==> config.mk <==
export PLATFORM = sky130hd
export DESIGN_NAME = stopwatch_ctrl
export DESIGN_NICKNAME = d
export VERILOG_FILES = /design/src/rtl/stopwatch_ctrl.sv
export SDC_FILE = /design/constraint.sdc
export NUM_CORES = 1
export LEC_CHECK = 0
export ABC_AREA = 1
export CORE_MARGIN = 4
export CORE_UTILIZATION = 47
export CTS_CLUSTER_SIZE = 12
export DETAILED_ROUTE_END_ITERATION = 8
export GPL_ROUTABILITY_DRIVEN = 0
export PLACE_DENSITY = 0.76
export SYNTH_ARGS = -nofsm -noshare
export SYNTH_HDL_FRONTEND = slang
export SYNTH_SLANG_ARGS = --single-unit
==> constraint.sdc <==
create_clock -name CLOCK_50 -period 2.3 [get_ports CLOCK_50]
set_clock_uncertainty 0.05 [all_clocks]
set_input_delay 0.69 -clock CLOCK_50 [delete_from_list [all_inputs] [get_ports CLOCK_50]]
set_output_delay 0.69 -clock CLOCK_50 [all_outputs]
set_load 0.05 [all_outputs]
==> src/rtl/stopwatch_ctrl.sv <==
// Stopwatch control FSM: synchronizes and edge-detects the three active-low
// pushbuttons, sequences IDLE/RUN/PAUSE/DONE, and drives the pulse-generator
// and counter-datapath controls plus the lap display freeze.
module stopwatch_ctrl #(
  parameter int         SYNC_STAGES = 2,      // 2..3 flops per key synchronizer
  parameter logic [7:0] LIMIT_BCD   = 8'h59   // BCD count that ends the run
) (
  input  logic       CLOCK_50,
  input  logic       Resetn,
  input  logic       KEY_start,
  input  logic       KEY_stop,
  input  logic       KEY_lap,
  input  logic       Tick,
  input  logic [7:0] Q,
  output logic       PulseEn,
  output logic       CountEn,
  output logic       CountClr,
  output logic       LapHold,
  output logic       Done,
  output logic [1:0] State
);

  typedef enum logic [1:0] {
    ST_IDLE  = 2'b00,
    ST_RUN   = 2'b01,
    ST_PAUSE = 2'b10,
    ST_DONE  = 2'b11
  } state_t;

  // Key bit order everywhere: [0]=start, [1]=stop, [2]=lap
  logic [2:0]                  key_raw_s;
  logic [2:0][SYNC_STAGES-1:0] sync_r;
  logic [2:0]                  hist_r;
  logic [2:0]                  key_sync_s;
  logic [2:0]                  press_s;

  logic   start_ev_s;
  logic   stop_ev_s;
  logic   lap_ev_s;
  logic   at_limit_s;

  state_t state_r;
  state_t state_nxt_s;
  logic   lap_hold_nxt_s;
  logic   pulse_en_r;
  logic   count_clr_r;
  logic   lap_hold_r;
  logic   done_r;

  assign key_raw_s = {KEY_lap, KEY_stop, KEY_start};

  // Pick the last synchronizer stage of each key as its synchronized level
  always_comb begin
    key_sync_s = 3'b111;
    for (int i = 0; i < 3; i++) begin
      key_sync_s[i] = sync_r[i][SYNC_STAGES-1];
    end
  end

  // Key synchronizers and history flops; reset to the released (high) level
  // so a key held through reset still yields one press after release
  always_ff @(posedge CLOCK_50 or negedge Resetn) begin
    if (!Resetn) begin
      sync_r <= '1;
      hist_r <= 3'b111;
    end else begin
      for (int i = 0; i < 3; i++) begin
        sync_r[i] <= {sync_r[i][SYNC_STAGES-2:0], key_raw_s[i]};
      end
      hist_r <= key_sync_s;
    end
  end

  // Press = synchronized 1->0 transition; same-cycle priority stop > start > lap
  always_comb begin
    press_s    = hist_r & ~key_sync_s;
    stop_ev_s  = press_s[1];
    start_ev_s = press_s[0] & ~press_s[1];
    lap_ev_s   = press_s[2] & ~press_s[1] & ~press_s[0];
    at_limit_s = (Q == LIMIT_BCD);
  end

  // Next state and next lap-hold value
  always_comb begin
    state_nxt_s    = state_r;
    lap_hold_nxt_s = lap_hold_r;
    case (state_r)
      ST_IDLE: begin
        lap_hold_nxt_s = 1'b0;
        if (start_ev_s) begin
          state_nxt_s = ST_RUN;
        end else begin
          state_nxt_s = ST_IDLE;
        end
      end
      ST_RUN: begin
        if (stop_ev_s) begin
          state_nxt_s    = ST_PAUSE;      // freeze request survives the pause
          lap_hold_nxt_s = lap_hold_r;
        end else if (Tick && at_limit_s) begin
          state_nxt_s    = ST_DONE;
          lap_hold_nxt_s = 1'b0;
        end else if (lap_ev_s) begin
          state_nxt_s    = ST_RUN;
          lap_hold_nxt_s = ~lap_hold_r;
        end else begin
          state_nxt_s    = ST_RUN;
          lap_hold_nxt_s = lap_hold_r;
        end
      end
      ST_PAUSE: begin
        if (start_ev_s) begin
          state_nxt_s    = ST_RUN;
          lap_hold_nxt_s = lap_hold_r;
        end else if (lap_ev_s) begin
          state_nxt_s    = ST_IDLE;
          lap_hold_nxt_s = 1'b0;
        end else begin
          state_nxt_s    = ST_PAUSE;
          lap_hold_nxt_s = lap_hold_r;
        end
      end
      ST_DONE: begin
        lap_hold_nxt_s = 1'b0;
        if (lap_ev_s) begin
          state_nxt_s = ST_IDLE;
        end else begin
          state_nxt_s = ST_DONE;
        end
      end
      default: begin
        state_nxt_s    = ST_IDLE;
        lap_hold_nxt_s = 1'b0;
      end
    endcase
  end

  // FSM state and registered outputs, all decoded from the next state
  always_ff @(posedge CLOCK_50 or negedge Resetn) begin
    if (!Resetn) begin
      state_r     <= ST_IDLE;
      pulse_en_r  <= 1'b0;
      count_clr_r <= 1'b1;
      lap_hold_r  <= 1'b0;
      done_r      <= 1'b0;
    end else begin
      state_r     <= state_nxt_s;
      pulse_en_r  <= (state_nxt_s == ST_RUN);
      count_clr_r <= (state_nxt_s == ST_IDLE) && (state_r != ST_IDLE);
      lap_hold_r  <= lap_hold_nxt_s;
      done_r      <= (state_nxt_s == ST_DONE);
    end
  end

  // Zero-latency qualified count enable: a Tick is dropped on a stop press
  // and the terminating Tick at the limit never counts
  assign CountEn  = Tick & (state_r == ST_RUN) & ~stop_ev_s & ~at_limit_s;

  assign PulseEn  = pulse_en_r;
  assign CountClr = count_clr_r;
  assign LapHold  = lap_hold_r;
  assign Done     = done_r;
  assign State    = state_r;

endmodule

==> flow_summary_export.csv, run 1 <==
group,metric,value,unit
outcome,status,"completed",
finish,utilization,73.8,%
floorplanning,die_w,46.5,um
timing,maxSlewViolCount,0,
placed_design,io_buffers,20,
cts,clk_latency,270,ps
global_route,grt_antenna_before_repair,0,
synthesis,yosysWarnings,0,
floorplanning,chipHeight,46.5,um
finish,diodes,0,
synthesis,yosys.area.top_type,"dfstp_2",
detailed_routing,viasPerCell,4.82,
synthesis,synthCells,76,
setup_path,critPathKind,"in2out",
synthesis,synth_area,696,um2
global_route,grt_pass1_vias,583,
finish,fillers,110,
setup_path,worstSetupEndpointType,"output pin",
timing,final-setup-viol-count,0,
floorplanning,fp-row-count,13,
finish,drive_gt1_share,40.6,%
timing,maxClockFrequency,0.453,GHz
setup_path,cp-start-kind,"primary input",
timing,rsz0062_at_grt,"false",
cts,cts-htree-levels,1,
synthesis,synth_nets,90,
finish,regArea,388,um2
power,ir_worst_vdd,0.673,mV
timing,min_period,2210,ps
job,maxCapViolCount,0,
setup_path,cp_max_fo,2,
timing,hold_violations,0,
detailed_routing,route.detailed.drc,0,
detailed_routing,drt-initial-drc-count,9,
setup_path,cpLargestDelayFamily,"buffers and inverters",
synthesis,ys_seq_area_share,55.8,%
timing,setup_slack,91.8,ps
detailed_routing,first_pass_iters,5,
floorplanning,ios,21,
cts,clkTransAtPathRegs,80,ps
synthesis,synth_top_area_share,37.8,%
synthesis,avgSynthCellArea,9.15,um2
detailed_routing,drt_wl_total,1360,um
min_path,whs_path_depth,0,
finish,final_common_cell,"nand2_1",
synthesis,synth_cell_types,15,
setup_path,cp_cell_sequence,"dlygate4sd2_1 -> inv_1 -> nand2_1 -> nor2_2 -> a21oi_2 -> buf_12",
cts,cts_buffer_depth,2,
floorplanning,initial_utilization,51.5,%
timing,relSlewSlack,59.9,%
setup_path,worst_path_max_delay_cell,"dlygate4sd2_1",
timing,min_period_over_period,96.0,%
setup_path,cp.required,1560,ps
detailed_routing,via_count,583,
global_route,track_usage,14.8,%
placed_design,pre_cts_ws,-84.8,ps
cts,cts.sinks,15,
synthesis,ys_ff_latch,15,
setup_path,reg2regPathDepth,7,
cts,root_buffer,"clkbuf_4",
finish,fin_nets,121,
detailed_routing,wl_per_cell,11.2,um
min_path,hold_class,"reg2reg",
placed_design,hpwl,1010,um
finish,multi_input_area,265,um2
global_route,overflow,0,
cts,cts_buffers,3,
detailed_routing,ant_nets,0,
floorplanning,die-area,2160,um2
finish,final_cell_mix,"nand2_1 (22), inv_1 (11), dfstp_2 (10)",
timing,worstMarginPinSlew,600,ps
setup_path,cp.depth,6,
finish,syn2layout_area_growth,43.2,%
setup_path,cp_data_arrival_time,1470,ps
floorplanning,coreArea,1350,um2
synthesis,synthTopCellsByArea,"dfstp_2 (38%), dfrtp_1 (18%), nand2_1 (12%), inv_1 (5.9%), nand3_2 (5.8%)",
setup_path,worst-path-buf-inv,3,
global_route,grt_max_degree,16,
setup_path,slowest_delay,240,ps
timing,hold_ws,308,ps
global_route,grt_pass1_wl,2230,um
cts,cts_tree,"done",
power,power.density,989,nW/um2
power,leakage,0.527,nW
==> area by class of cell <==
| type | count | share of cell area, % |
|---|---|---|
| Clock buffer | 3 | 2.26 |
| Clock inverter | 1 | 0.503 |
| Inverter | 15 | 5.65 |
| Multi-Input combinational cell | 46 | 26.6 |
| Sequential cell | 15 | 38.9 |
| Tap cell | 15 | 1.88 |
| Timing Repair Buffer | 26 | 24.1 |
==> cell families after synthesis <==
group / count (synthesis) / synth area share, %
AO/OA/AOI/OAI: 2 / 1.98
buffers and inverters: 15 / 8.09
flip-flops: 15 / 55.8
AND/OR/NAND/NOR: 44 / 34.2
==> synthesized netlist by cell type <==
| master | number |
|---|---|
| a21oi_1 | 1 |
| inv_2 | 4 |
| nand3_1 | 6 |
| nand3_2 | 4 |
| dfstp_2 | 10 |
| nor3_1 | 1 |
| nand2_1 | 22 |
| nand2_4 | 1 |
| dfrtp_1 | 5 |
| nor2_2 | 3 |
| a21oi_2 | 1 |
| nor2_1 | 5 |
| nor3_2 | 1 |
| inv_1 | 11 |
| nand4_4 | 1 |
==> registers in the layout, indices dropped and copies added, names as in the netlist <==
| name | flops |
|---|---|
| CountClr | 1 |
| Done | 1 |
| LapHold | 1 |
| PulseEn | 1 |
| State | 2 |
| hist_r | 3 |
| key_sync_s | 3 |
| sync_r | 3 |
==> path summary, 6_finish.rpt <==
kind | startpoint | endpoint | slack (ps)
max in group asynchronous | Resetn | LapHold | 1070
worst max register to register | key_sync_s[1] | PulseEn | 910
worst min register to register | sync_r[0] | key_sync_s[0] | 310
worst max-delay path | Q[2] | CountEn | 90
worst min-delay path | sync_r[0] | key_sync_s[0] | 310
min in group asynchronous | Resetn | State[1] | 750
==> routing by layer <==
layer	GRT usage (%)	vias to the layer above	routed length [um]
met5	0	-	0
met4	5.11	0	10
met3	4.30	2	102
met2	25.5	20	689
met1	17.3	269	558
li1	-	292	-
==> stage by stage <==
| stage | setup TNS, ps | cells | area [um2] | total power, mW |
|---|---|---|---|---|
| floorplan | 0 | 76 | 699 | 0.690 |
| global placement | -54.5 | 112 | 928 | 0.841 |
| detailed placement | -84.8 | 112 | 928 | 0.850 |
| CTS | 0 | 121 | 993 | 0.995 |
| global route | 0 | 121 | 996 | 1.05 |
| finish | 0 | 121 | 996 | 0.985 |
==> power by group <==
| group | leakage [nW] | internal, mW | switching [mW] | total, mW |
|---|---|---|---|---|
| Combinational | 0.339 | 0.170 | 0.315 | 0.485 |
| Clock | 0.0177 | 0.0643 | 0.0744 | 0.139 |
| Sequential | 0.170 | 0.323 | 0.0381 | 0.361 |
| Total | 0.527 | 0.557 | 0.428 | 0.985 |
==> what timing repair did <==
action / 4_1_cts / 5_1_grt
setup buffers: 5 / 0
hold buffers: 0 / 0
pin swaps: 7 / 3
setup endpoints to repair: 1 / 1
gates resized for setup: 11 / 1
No activity file was read; power rests on OpenSTA's default activity.
==> inputs of run 2 (changes only) <==
--- a/config.mk
+++ b/config.mk
@@ -6,12 +6,13 @@
 export NUM_CORES = 1
 export LEC_CHECK = 0
 export ABC_AREA = 1
-export CORE_MARGIN = 4
+export CORE_MARGIN = 5
 export CORE_UTILIZATION = 47
 export CTS_CLUSTER_SIZE = 12
 export DETAILED_ROUTE_END_ITERATION = 8
 export GPL_ROUTABILITY_DRIVEN = 0
 export PLACE_DENSITY = 0.76
+export SLEW_MARGIN = 40
 export SYNTH_ARGS = -nofsm -noshare
 export SYNTH_HDL_FRONTEND = slang
 export SYNTH_SLANG_ARGS = --single-unit
==> run 2 against run 1 <==
- global-route usage down 3.0 points
- largest power group unchanged
- worst hold slack about the same
- first-iteration DRC count up 11%
- design area down 3.9%
- critical path type is now reg2out
- critical endpoint is now LapHold
- final cell count down 4.1%
==> flow_summary_export.csv, run 2 (same netlist as run 1, synthesis figures left out) <==
group,metric,value,unit
finish,fin_nets,116,
power,power,0.976,mW
setup_path,cp_data_arrival_time,1460,ps
placed_design,hpwl,981,um
timing,maxClockFrequency,0.455,GHz
timing,min_period_over_period,95.6,%
cts,clkTransAtPathRegs,80,ps
setup_path,cp_max_fo,3,
cts,cts.sinks,15,
cts,cts_buffers,3,
finish,diodes,0,
floorplanning,die_w,48.5,um
cts,clk_latency,270,ps
finish,final_cells,116,
timing,maxSlewViolCount,0,
setup_path,critPathKind,"reg2out",
outcome,status,"completed",
global_route,grt_antenna_before_repair,0,
setup_path,cp_cell_sequence,"clkdlybuf4s50_1",
floorplanning,fp-row-count,13,
timing,rsz0062_at_grt,"false",
timing,setup_slack,101,ps
detailed_routing,wl_per_cell,10.1,um
job,maxCapViolCount,0,
setup_path,worstSetupEndpointType,"output pin",
cts,cts-htree-levels,1,
setup_path,slowest_delay,810,ps
finish,utilization,70.9,%
finish,syn2layout_area_growth,37.6,%
power,leakage,0.507,nW
timing,hold_violations,0,
detailed_routing,route.detailed.drc,0,
placed_design,pre_cts_ws,-73.4,ps
setup_path,reg2regPathDepth,7,
placed_design,place_area,928,um2
cts,cts_setup_buffers,0,
setup_path,r2r_end,"State[0]",
min_path,min_to,"key_sync_s[0]",
timing,tns,0,ps
global_route,overflow,0,
detailed_routing,drt-initial-drc-count,10,
finish,final_area,957,um2
power,power.density,1020,nW/um2
cts,cts_buffer_depth,2,
cts,root_buffer,"clkbuf_4",
floorplanning,ios,21,
timing,relSlewSlack,59.9,%
floorplanning,initial_utilization,51.5,%
detailed_routing,viasPerCell,4.65,
finish,final_common_cell,"nand2_1",
min_path,whs_path_depth,0,
detailed_routing,via_count,539,
timing,final-setup-viol-count,0,
global_route,grt_max_degree,16,
placed_design,io_buffers,20,
global_route,grt_pass1_wl,2300,um
power,ir_worst_vdd,0.725,mV
finish,final_cell_mix,"nand2_1 (22), inv_1 (11), dfstp_2 (10)",
global_route,grt_pass1_vias,562,
setup_path,cp.required,1560,ps
detailed_routing,drt_wl_total,1170,um
setup_path,cpLargestDelayFamily,"buffers and inverters",
setup_path,worst_path_max_delay_cell,"clkdlybuf4s50_1",
setup_path,worst-path-buf-inv,1,
global_route,track_usage,11.8,%
floorplanning,die-area,2350,um2
timing,worstMarginPinSlew,599,ps
finish,fillers,112,
detailed_routing,ant_nets,0,
timing,min_period,2200,ps
min_path,worstHoldStart,"sync_r[0]",
setup_path,r2r-start,"key_sync_s[1]",
placed_design,placed_cells,112,
floorplanning,chipHeight,48.5,um
min_path,hold_class,"reg2reg",
finish,regArea,388,um2
setup_path,regToRegSetupSlack,940,ps
timing,hold_ws,308,ps
finish,multi_input_area,260,um2
detailed_routing,first_pass_iters,4,
setup_path,cp-start-kind,"flop",
cts,cts_tree,"done",
floorplanning,coreArea,1350,um2
finish,drive_gt1_share,36.6,%
[run 2: cell count changes in the layout (fill, tap and decap cells not counted), sizes merged]
cell	delta
buf	-5
dlymetal6s2s	+1
dlygate4sd2	-1
[run 2: area by class of cell]
type                       count  area share [%]
inverter                      15            5.88
clock buffer                   3            2.35
clock inverter                 1           0.523
sequential                    15            40.5
tap                           15            1.96
multi-input combinational     46            27.2
timing repair buffer          21            21.6
[run 2: how the worst max path moves through the flow]
stage	start	end	depth (start not counted)
6_report	LapHold	LapHold	1
5_1_grt	LapHold	LapHold	1
4_1_cts	Q[4]	CountEn	5
3_5_place_dp	Q[3]	CountEn	5
3_3_place_gp	Q[7]	CountEn	6
2_1_floorplan	State[0]	CountEn	4
[run 2: what timing repair did]
action / CTS / global route
hold buffers: 0 / 0
gates cloned: 0 / 0
endpoints found under the setup margin: 1 / 1
resized for setup: 9 / 2
pin swaps: 7 / 3
[run 2: power breakdown]
part           switching (mW)  total, mW  leakage [nW]  internal (mW)
combinational           0.310      0.477         0.319          0.167
clock                  0.0744      0.139        0.0177         0.0643
sequential             0.0375      0.360         0.170          0.323
total                   0.422      0.976         0.507          0.554
[run 2: per-layer routing]
metal | track usage, % | routed length, um | vias up
li1 | - | - | 283
met1 | 15.5 | 533 | 234
met2 | 17.0 | 508 | 20
met3 | 5.50 | 116 | 2
met4 | 4.04 | 10 | 0
met5 | 0 | 0 | -
